===== src/rtl/mem_bus_tracer.sv =====
// Memory-bus transaction tracer: edge-detected, address-filtered bus events go into a
// circular trace buffer, and an address-match trigger stops capture POST_TRIG entries later.
module mem_bus_tracer #(
  parameter int ADDR_WIDTH = 26,
  parameter int DATA_WIDTH = 32,
  parameter int DEPTH      = 16,
  parameter int POST_TRIG  = 8,
  parameter int MODE       = 0,
  localparam int IW        = $clog2(DEPTH),
  localparam int EW        = 1 + ADDR_WIDTH + DATA_WIDTH
) (
  input  logic                  CLK,
  input  logic                  RST,
  input  logic [ADDR_WIDTH-1:0] BUS_ADDR,
  input  logic [DATA_WIDTH-1:0] BUS_DATA,
  input  logic                  BUS_READ,
  input  logic                  BUS_WRITE,
  input  logic                  ARM,
  input  logic [ADDR_WIDTH-1:0] WIN_LO,
  input  logic [ADDR_WIDTH-1:0] WIN_HI,
  input  logic [ADDR_WIDTH-1:0] TRIG_ADDR,
  input  logic [IW-1:0]         RD_IDX,
  output logic [EW-1:0]         RD_ENTRY,
  output logic [IW:0]           COUNT,
  output logic [1:0]            STATE,
  output logic                  DONE,
  output logic                  OVERFLOW,
  output logic                  PROTO_ERR
);

  typedef enum logic [1:0] {
    S_IDLE  = 2'd0,
    S_ARMED = 2'd1,
    S_POST  = 2'd2,
    S_DONE  = 2'd3
  } state_t;

  localparam logic [IW:0]   DEPTH_C = (IW+1)'(DEPTH);
  localparam logic [IW-1:0] POST_C  = IW'(POST_TRIG);

  state_t        state_q, state_d;
  logic [IW-1:0] wr_ptr_q, wr_ptr_d;
  logic [IW:0]   count_q, count_d;
  logic [IW-1:0] post_q, post_d;
  logic          ovf_q, ovf_d;
  logic          perr_q, perr_d;
  logic          rd_q, wr_q;
  logic          mem_we;

  logic [EW-1:0] mem [DEPTH];

  logic evt, in_win, trig, qual, full, capturing;

  // A single strobe rising out of an idle bus is one event; overlapping strobes never are.
  assign evt       = !rd_q && !wr_q && (BUS_READ ^ BUS_WRITE);
  assign in_win    = (BUS_ADDR >= WIN_LO) && (BUS_ADDR <= WIN_HI);
  assign trig      = evt && BUS_WRITE && (BUS_ADDR == TRIG_ADDR) && (state_q == S_ARMED);
  assign qual      = evt && (in_win || trig);
  assign full      = (count_q == DEPTH_C);
  assign capturing = (state_q == S_ARMED) || (state_q == S_POST);

  always_ff @(posedge CLK or negedge RST) begin
    if (!RST) begin
      state_q  <= S_IDLE;
      wr_ptr_q <= '0;
      count_q  <= '0;
      post_q   <= '0;
      ovf_q    <= 1'b0;
      perr_q   <= 1'b0;
      rd_q     <= 1'b0;
      wr_q     <= 1'b0;
    end else begin
      state_q  <= state_d;
      wr_ptr_q <= wr_ptr_d;
      count_q  <= count_d;
      post_q   <= post_d;
      ovf_q    <= ovf_d;
      perr_q   <= perr_d;
      rd_q     <= BUS_READ;
      wr_q     <= BUS_WRITE;
    end
  end

  always_ff @(posedge CLK) begin
    if (mem_we) mem[wr_ptr_q] <= {BUS_WRITE, BUS_ADDR, BUS_DATA};
  end

  always_comb begin
    state_d  = state_q;
    wr_ptr_d = wr_ptr_q;
    count_d  = count_q;
    post_d   = post_q;
    ovf_d    = ovf_q;
    perr_d   = perr_q;
    mem_we   = 1'b0;
    if (ARM) begin
      state_d  = S_ARMED;
      wr_ptr_d = '0;
      count_d  = '0;
      post_d   = '0;
      ovf_d    = 1'b0;
      perr_d   = 1'b0;
    end else if (capturing) begin
      if (BUS_READ && BUS_WRITE) perr_d = 1'b1;
      if (qual) begin
        // Stop-when-full drops the event, including a trigger arriving on the same edge.
        if (full && (MODE == 1)) begin
          state_d = S_DONE;
        end else begin
          mem_we   = 1'b1;
          wr_ptr_d = wr_ptr_q + 1'b1;
          if (full) ovf_d = 1'b1;
          else      count_d = count_q + 1'b1;
          if (state_q == S_ARMED) begin
            if (trig) begin
              if (POST_TRIG == 0) begin
                state_d = S_DONE;
              end else begin
                state_d = S_POST;
                post_d  = POST_C;
              end
            end
          end else begin
            post_d = post_q - 1'b1;
            if (post_q == IW'(1)) state_d = S_DONE;
          end
        end
      end
    end
  end

  logic [IW-1:0] oldest, rd_addr;
  assign oldest  = full ? wr_ptr_q : '0;
  assign rd_addr = oldest + RD_IDX;

  always_comb begin
    RD_ENTRY = '0;
    if ({1'b0, RD_IDX} < count_q) RD_ENTRY = mem[rd_addr];
  end

  assign COUNT     = count_q;
  assign STATE     = state_q;
  assign DONE      = (state_q == S_DONE);
  assign OVERFLOW  = ovf_q;
  assign PROTO_ERR = perr_q;

endmodule


===== config.mk =====
export PLATFORM = sky130hd
export DESIGN_NAME = mem_bus_tracer
export DESIGN_NICKNAME = d
export VERILOG_FILES = /design/src/rtl/mem_bus_tracer.sv
export SDC_FILE = /design/constraint.sdc
export NUM_CORES = 1
export LEC_CHECK = 0
export BUFFER_PORTS_ARGS = -buffer_cell sky130_fd_sc_hd__buf_2
export CAP_MARGIN = 20
export CORE_AREA = 2 2 256 258
export CTS_CLUSTER_DIAMETER = 200
export DETAILED_ROUTE_END_ITERATION = 10
export DIE_AREA = 0 0 258 260
export GPL_TIMING_DRIVEN = 0
export HOLD_SLACK_MARGIN = 0.02
export PLACE_DENSITY = 0.79
export SLEW_MARGIN = 25
export SYNTH_ARGS = -nofsm -noshare
export SYNTH_HDL_FRONTEND = slang
export SYNTH_SLANG_ARGS = --single-unit
export TNS_END_PERCENT = 1

===== constraint.sdc =====
create_clock -name CLK -period 8.15 [get_ports CLK]
set_clock_uncertainty 0.05 [all_clocks]
set_input_delay 0.815 -clock CLK [delete_from_list [all_inputs] [get_ports CLK]]
set_output_delay 0.815 -clock CLK [all_outputs]
set_load 0.05 [all_outputs]

==> qor.csv, run 1 <==
metric,value,unit
run_status,finished clean,
start_util,60.61,%
via_per_inst,6.592,
maxCapViolations,0,
layout_setup_ws,1159,ps
nets,2480,
vias,21060,
r2r_start,wr_q,
maxSlewViolCount,0,
ant_nets,0,
ys_seq_area_share,74.18,%
syn-mean-instance-area,20.60,µm²
nFillCells,3733,
antenna_found_initial,1,
leakage,0.01529,µW
fmax,143.0,MHz
firstDrtPassIters,7,
hold_viol,0,
routed_wl,97550,µm
synth_edf_count,944,
worst-path-stages,14,
drive_above_1_share,30.04,%
power_density,228.9,mW/mm²
fin_util,70.60,%
synth_cells,1886,
insertion_delay,640,ps
async_reset_ff_share,1.973,%
layout_min_cycle_time,6991,ps
fp-row-count,93,
slew_headroom,20.46,%
cp_slowest_cell,xor2_1,
cts_max_path_buffers,3,
design_area,0.04527,mm²
grt_start_max_net_pins,20,
holdWs,54.86,ps
drc,0,
dieWidth,258,µm
placed_area,0.04228,mm²
cp-start-kind,flip-flop,
post_cts_buffers,0,
final_common_cell,edfxtp_1,
setup_violations,0,
cts_buffers,91,
path_delay_family,buffers and inverters,
clk_pin_slew,60,ps
yosysUniqueCellTypes,48,
grt.total_usage,29.61,%
path_buf_inv,6,
irDropWorstVdd,0.0001365,V
port_buffers,213,
ys.flop_type,edfxtp_1,
syn_to_final_growth,16.50,%
place_congestion,0.8807,
crit_chain,inv_1 > ha_1 > nand2_1 > nor4_1 > ha_1 > inv_1 > fa_1 > xor2_1 > buf_2 > clkbuf_1 > clkbuf_1 > a211oi_1 > a211oi_1 > buf_2,
syn_nets,2101,
cp_data_arrival_time,6130,ps
htree_levels,3,
root_buffer,clkbuf_16,
cts_tree,done,
ys_ff_latch,963,
rsz0062_at_grt,false,
end_kind,primary output,
grt_pass1_wl,143100,µm
worst-r2r-cell-count,11,
post-route-period-util,85.78,%
layout_common_cells,"edfxtp_1, buf_2, mux4_2",
syn-cell-area,0.03886,mm²
ctsResizeCount,0,
grt_pass1_vias,22342,
clock-sinks,963,
dp_hpwl,60960,µm
die_height,260,µm
place_ws,2046,ps
crit_type,flip-flop to primary output,
drtIter0Drc,2532,
dieArea,0.06708,mm²
crit_required,7280,ps
avgRoutedWirePerCell,30.53,µm
hold_buffers,0,
p_total,10360,µW
worstMarginPinSlew,1189,ps
startpoint,COUNT[0],
critPathMaxFanout,10,
ys_warn_count,0,
max_stage_delay,930,ps
pin_count,214,
overflow,0,
coreArea,0.06412,mm²
worstHoldPathType,input pin to asynchronous set/reset pin,
==> stage by stage <==
| stage | setup TNS (ps) | std cells |
|---|---|---|
| CTS | 0 | 3191 |
| floorplan | 0 | 1886 |
| global route | 0 | 3193 |
| global placement | -1426530 | 2954 |
| detailed placement | 0 | 3026 |
| finish | 0 | 3195 |
==> kinds of logic (layout without fill, tap and decap cells) <==
kind of cell / after synthesis / count (layout) / synth area share [%]
AO/OA/AOI/OAI: 183 / 183 / 3.339
adder cells (fa/ha/maj): 70 / 70 / 2.273
XOR/XNOR: 32 / 32 / 0.7213
other: 0 / 3 / 0
multiplexers: 297 / 297 / 15.25
AND/OR/NAND/NOR: 177 / 177 / 2.518
buffers and inverters: 164 / 615 / 1.723
flip-flops: 963 / 963 / 74.18
==> flip-flops by register name, indices dropped and copies added (netlist names) <==
signal / cells
OVERFLOW: 1
STATE: 2
wr_q: 1
mem: 944
wr_ptr_q: 4
COUNT: 5
PROTO_ERR: 1
rd_q: 1
post_q: 4
==> worst reg2reg max path, delay by kind of cell (launching register included) <==
family          cells  cell delay (ps)
simple gates        6             1830
buf+inv             4              990
flops               1              370
compound gates      1              280
==> Yosys cell counts (2+ instances only) <==
cell | n | share of area, %
a211oi_1 | 123 | 2.4
buf_1 | 9 | 0.087
nand3_1 | 14 | 0.18
buf_2 | 29 | 0.37
buf_4 | 2 | 0.039
inv_1 | 70 | 0.68
nor2b_1 | 61 | 0.98
xnor2_1 | 6 | 0.14
ha_1 | 69 | 2.2
or3_1 | 3 | 0.048
nand2_1 | 19 | 0.18
nand3b_1 | 2 | 0.039
nand4_1 | 12 | 0.19
dfrtp_1 | 19 | 1.2
or4_1 | 2 | 0.039
nor3_1 | 10 | 0.13
xor2_1 | 26 | 0.59
edfxtp_1 | 944 | 73
mux4_2 | 236 | 14
a21o_1 | 6 | 0.12
clkbuf_1 | 53 | 0.51
nor4_2 | 3 | 0.097
nor4_1 | 6 | 0.097
nor2_1 | 34 | 0.33
o21ai_0 | 11 | 0.14
nand2b_1 | 5 | 0.080
mux2i_1 | 61 | 1.6
a21oi_1 | 29 | 0.37
o32ai_1 | 2 | 0.045
a221oi_1 | 2 | 0.045
==> cell type report <==
type / count / area, µm² / share of cell area (%)
timing repair buffer: 286 / 2248 / 4.967
antenna: 3 / 7.507 / 0.01658
inverter: 70 / 262.8 / 0.5804
buffer: 94 / 409.1 / 0.9038
sequential: 963 / 28820 / 63.67
multi-input combinational: 759 / 9483 / 20.95
clock inverter: 49 / 509.2 / 1.125
tap: 855 / 1070 / 2.363
clock buffer: 116 / 2456 / 5.426
==> path summary, 6_finish.rpt <==
path	slack [ps]	endpoint
max	1160	RD_ENTRY[4]
min in group CLK	250	rd_q
min	50	post_q[3]
max in group asynchronous	7700	wr_ptr_q[2]
max reg2reg	4330	mem[3][7]
min reg2reg	460	PROTO_ERR
==> layer usage <==
metal | wire length [µm] | GRT usage, % | part of all wire (%) | vias to the layer above
met5 | 0 | 0 | 0 | -
met4 | 4043 | 12.99 | 4.1 | 0
met3 | 9909 | 5.750 | 10 | 262
met2 | 48630 | 49.04 | 50 | 1463
met1 | 34970 | 38.84 | 36 | 10757
li1 | - | - | - | 8578
==> power breakdown <==
group	switching [µW]	leakage (µW)	internal [µW]
clock network	1790	0.00145	2470
logic	433	0.00511	227
registers	5.02	0.00874	5440
total	2230	0.0153	8140
Note: power is estimated with default switching activity, not from simulation.
==> run 2, diff against run 1 <==
Settings changed: PLACE_DENSITY 0.79 to 0.89, SKIP_CTS_REPAIR_TIMING set to 1.
==> run 2 against run 1 <==
- cell count about the same
- non-clock buffer count increased by 4
- worst hold slack improved by 17 ps
- worst setup slack got worse by 150 ps
- count of clock-buffer cells in the layout decreased by 1
- design area increased by 0.23%
- flip-flop and latch count unchanged
- utilization increased by 0.16 points
- largest power group unchanged
- critical endpoint unchanged
- critical path type unchanged
- sequential power about the same
- clock power decreased by 0.9%
- combinational power increased by 3%
==> qor.csv, run 2 (synthesized netlist as in run 1, its figures left out) <==
metric,value,unit,change
port_buffers,213,,unchanged
syn_to_final_growth,16.76,%,
layout_min_cycle_time,7145,ps,+154.7 ps
p_total,10340,µW,-0.24%
tns,0,ps,unchanged
clk_pin_slew,70,ps,about the same
coreArea,0.06412,mm²,unchanged
dieWidth,258,µm,unchanged
routed_wl,108300,µm,+11%
final_common_cell,edfxtp_1,,
run_status,finished clean,,
layout_common_cells,"edfxtp_1, buf_2, mux4_2",,
avgRoutedWirePerCell,33.85,µm,+11%
clock-sinks,963,,unchanged
placed_area,0.04245,mm²,+0.40%
design_area,0.04537,mm²,+0.23%
drive_above_1_share,30.54,%,+0.50 points
place_congestion,0.8646,,-1.8%
start_util,60.61,%,unchanged
crit_required,7280,ps,about the same
cts_buffers,89,,-2.2%
layout_setup_ws,1005,ps,-154.7 ps
grt.total_usage,32.93,%,+3.3 points
die_height,260,µm,unchanged
place_ws,2062,ps,+16.07 ps
overflow,0,,unchanged
via_per_inst,6.871,,+4.2%
nets,2482,,+0.081%
cts_max_path_buffers,3,,unchanged
crit_type,flip-flop to primary output,,
firstDrtPassIters,5,,-2
drc,0,,unchanged
grt_pass1_vias,23191,,+3.8%
r2r_slack,4580,ps,+250 ps
setup_violations,0,,unchanged
antenna_found_initial,4,,+3
slew_headroom,28.91,%,+8.5 points
power_density,227.9,mW/mm²,-0.46%
root_buffer,clkbuf_16,,
cp-start-kind,flip-flop,,
cp_data_arrival_time,6280,ps,+150 ps
ant_nets,0,,unchanged
grt_start_max_net_pins,21,,+5.0%
leakage,0.01533,µW,+0.25%
grt_pass1_wl,156100,µm,+9.0%
holdWs,71.72,ps,+16.87 ps
worstHoldPathType,input pin to asynchronous set/reset pin,,
rsz0062_at_grt,false,,
post-route-period-util,87.67,%,+1.9 points
insertion_delay,650,ps,about the same
htree_levels,3,,unchanged
maxCapViolations,0,,unchanged
dieArea,0.06708,mm²,unchanged
maxSlewViolCount,0,,unchanged
dp_hpwl,65460,µm,+7.4%
critPathMaxFanout,10,,unchanged
end_kind,primary output,,
vias,21974,,+4.3%
worstMarginPinSlew,1066,ps,-122.7 ps
irDropWorstVdd,0.0001486,V,+8.9%
top_register,mem,,
hold_viol,0,,unchanged
cts_tree,done,,
fp-row-count,93,,unchanged
drtIter0Drc,3155,,+25%
fmax,139.9,MHz,-2.2%
pin_count,214,,unchanged
largest_reg_flops,944,,unchanged
run 2: power by group:
| group | total [µW] | internal, µW | switching (µW) |
|---|---|---|---|
| sequential | 5440 | 5440 | 4.75 |
| combinational | 678 | 227 | 451 |
| clock | 4220 | 2380 | 1840 |
run 2: per-stage QoR:
step / util, % / instances
floorplan: - / 1886
global placement: 63.94 / 2954
detailed placement: 66.21 / 3031
CTS: 70.75 / 3196
global route: 70.76 / 3196
finish: 70.76 / 3198
run 2: final timing paths:
| path | to | from | cells past startpoint |
|---|---|---|---|
| setup / recovery | RD_ENTRY[4] | COUNT[1] | 13 |
| hold / removal | wr_ptr_q[2] | RST | 1 |
| setup reg to reg | mem[0][15] | wr_q | 11 |
| hold reg to reg | PROTO_ERR | PROTO_ERR | 2 |
| max in group asynchronous | post_q[0] | RST | 1 |
| min in group CLK | rd_q | BUS_READ | 1 |
run 2: critical path: stages (launching register included):
cell	delay, ps
dfrtp_1	420
inv_1	100
ha_1	150
nand2_1	80
nor3_2	350
nand2_1	210
fa_1	440
xor2_1	830
buf_2	450
clkbuf_1	610
clkbuf_1	720
a211oi_1	190
a211oi_1	680
buf_2	390
run 2: routing by layer:
layer | global-route usage (%) | vias to the layer above | share of wire, % | wire length (µm)
met1 | 40.16 | 11170 | 32 | 35050
li1 | - | 8575 | - | -
met3 | 6.979 | 357 | 11 | 11970
met5 | 0 | - | 0.021 | 23
met4 | 14.56 | 4 | 4.7 | 5130
met2 | 57.24 | 1868 | 52 | 56090
run 2: layout make-up:
type                            instances  area (µm²)
Buffer                                 94       410.4
Fill cell                            3566       18740
Sequential cell                       963       28820
Multi-Input combinational cell        759        9483
Inverter                               70       262.8
Clock inverter                         50       457.9
Timing Repair Buffer                  290        2407
Clock buffer                          115        2452
Tap cell                              855        1070
Antenna cell                            2       5.005
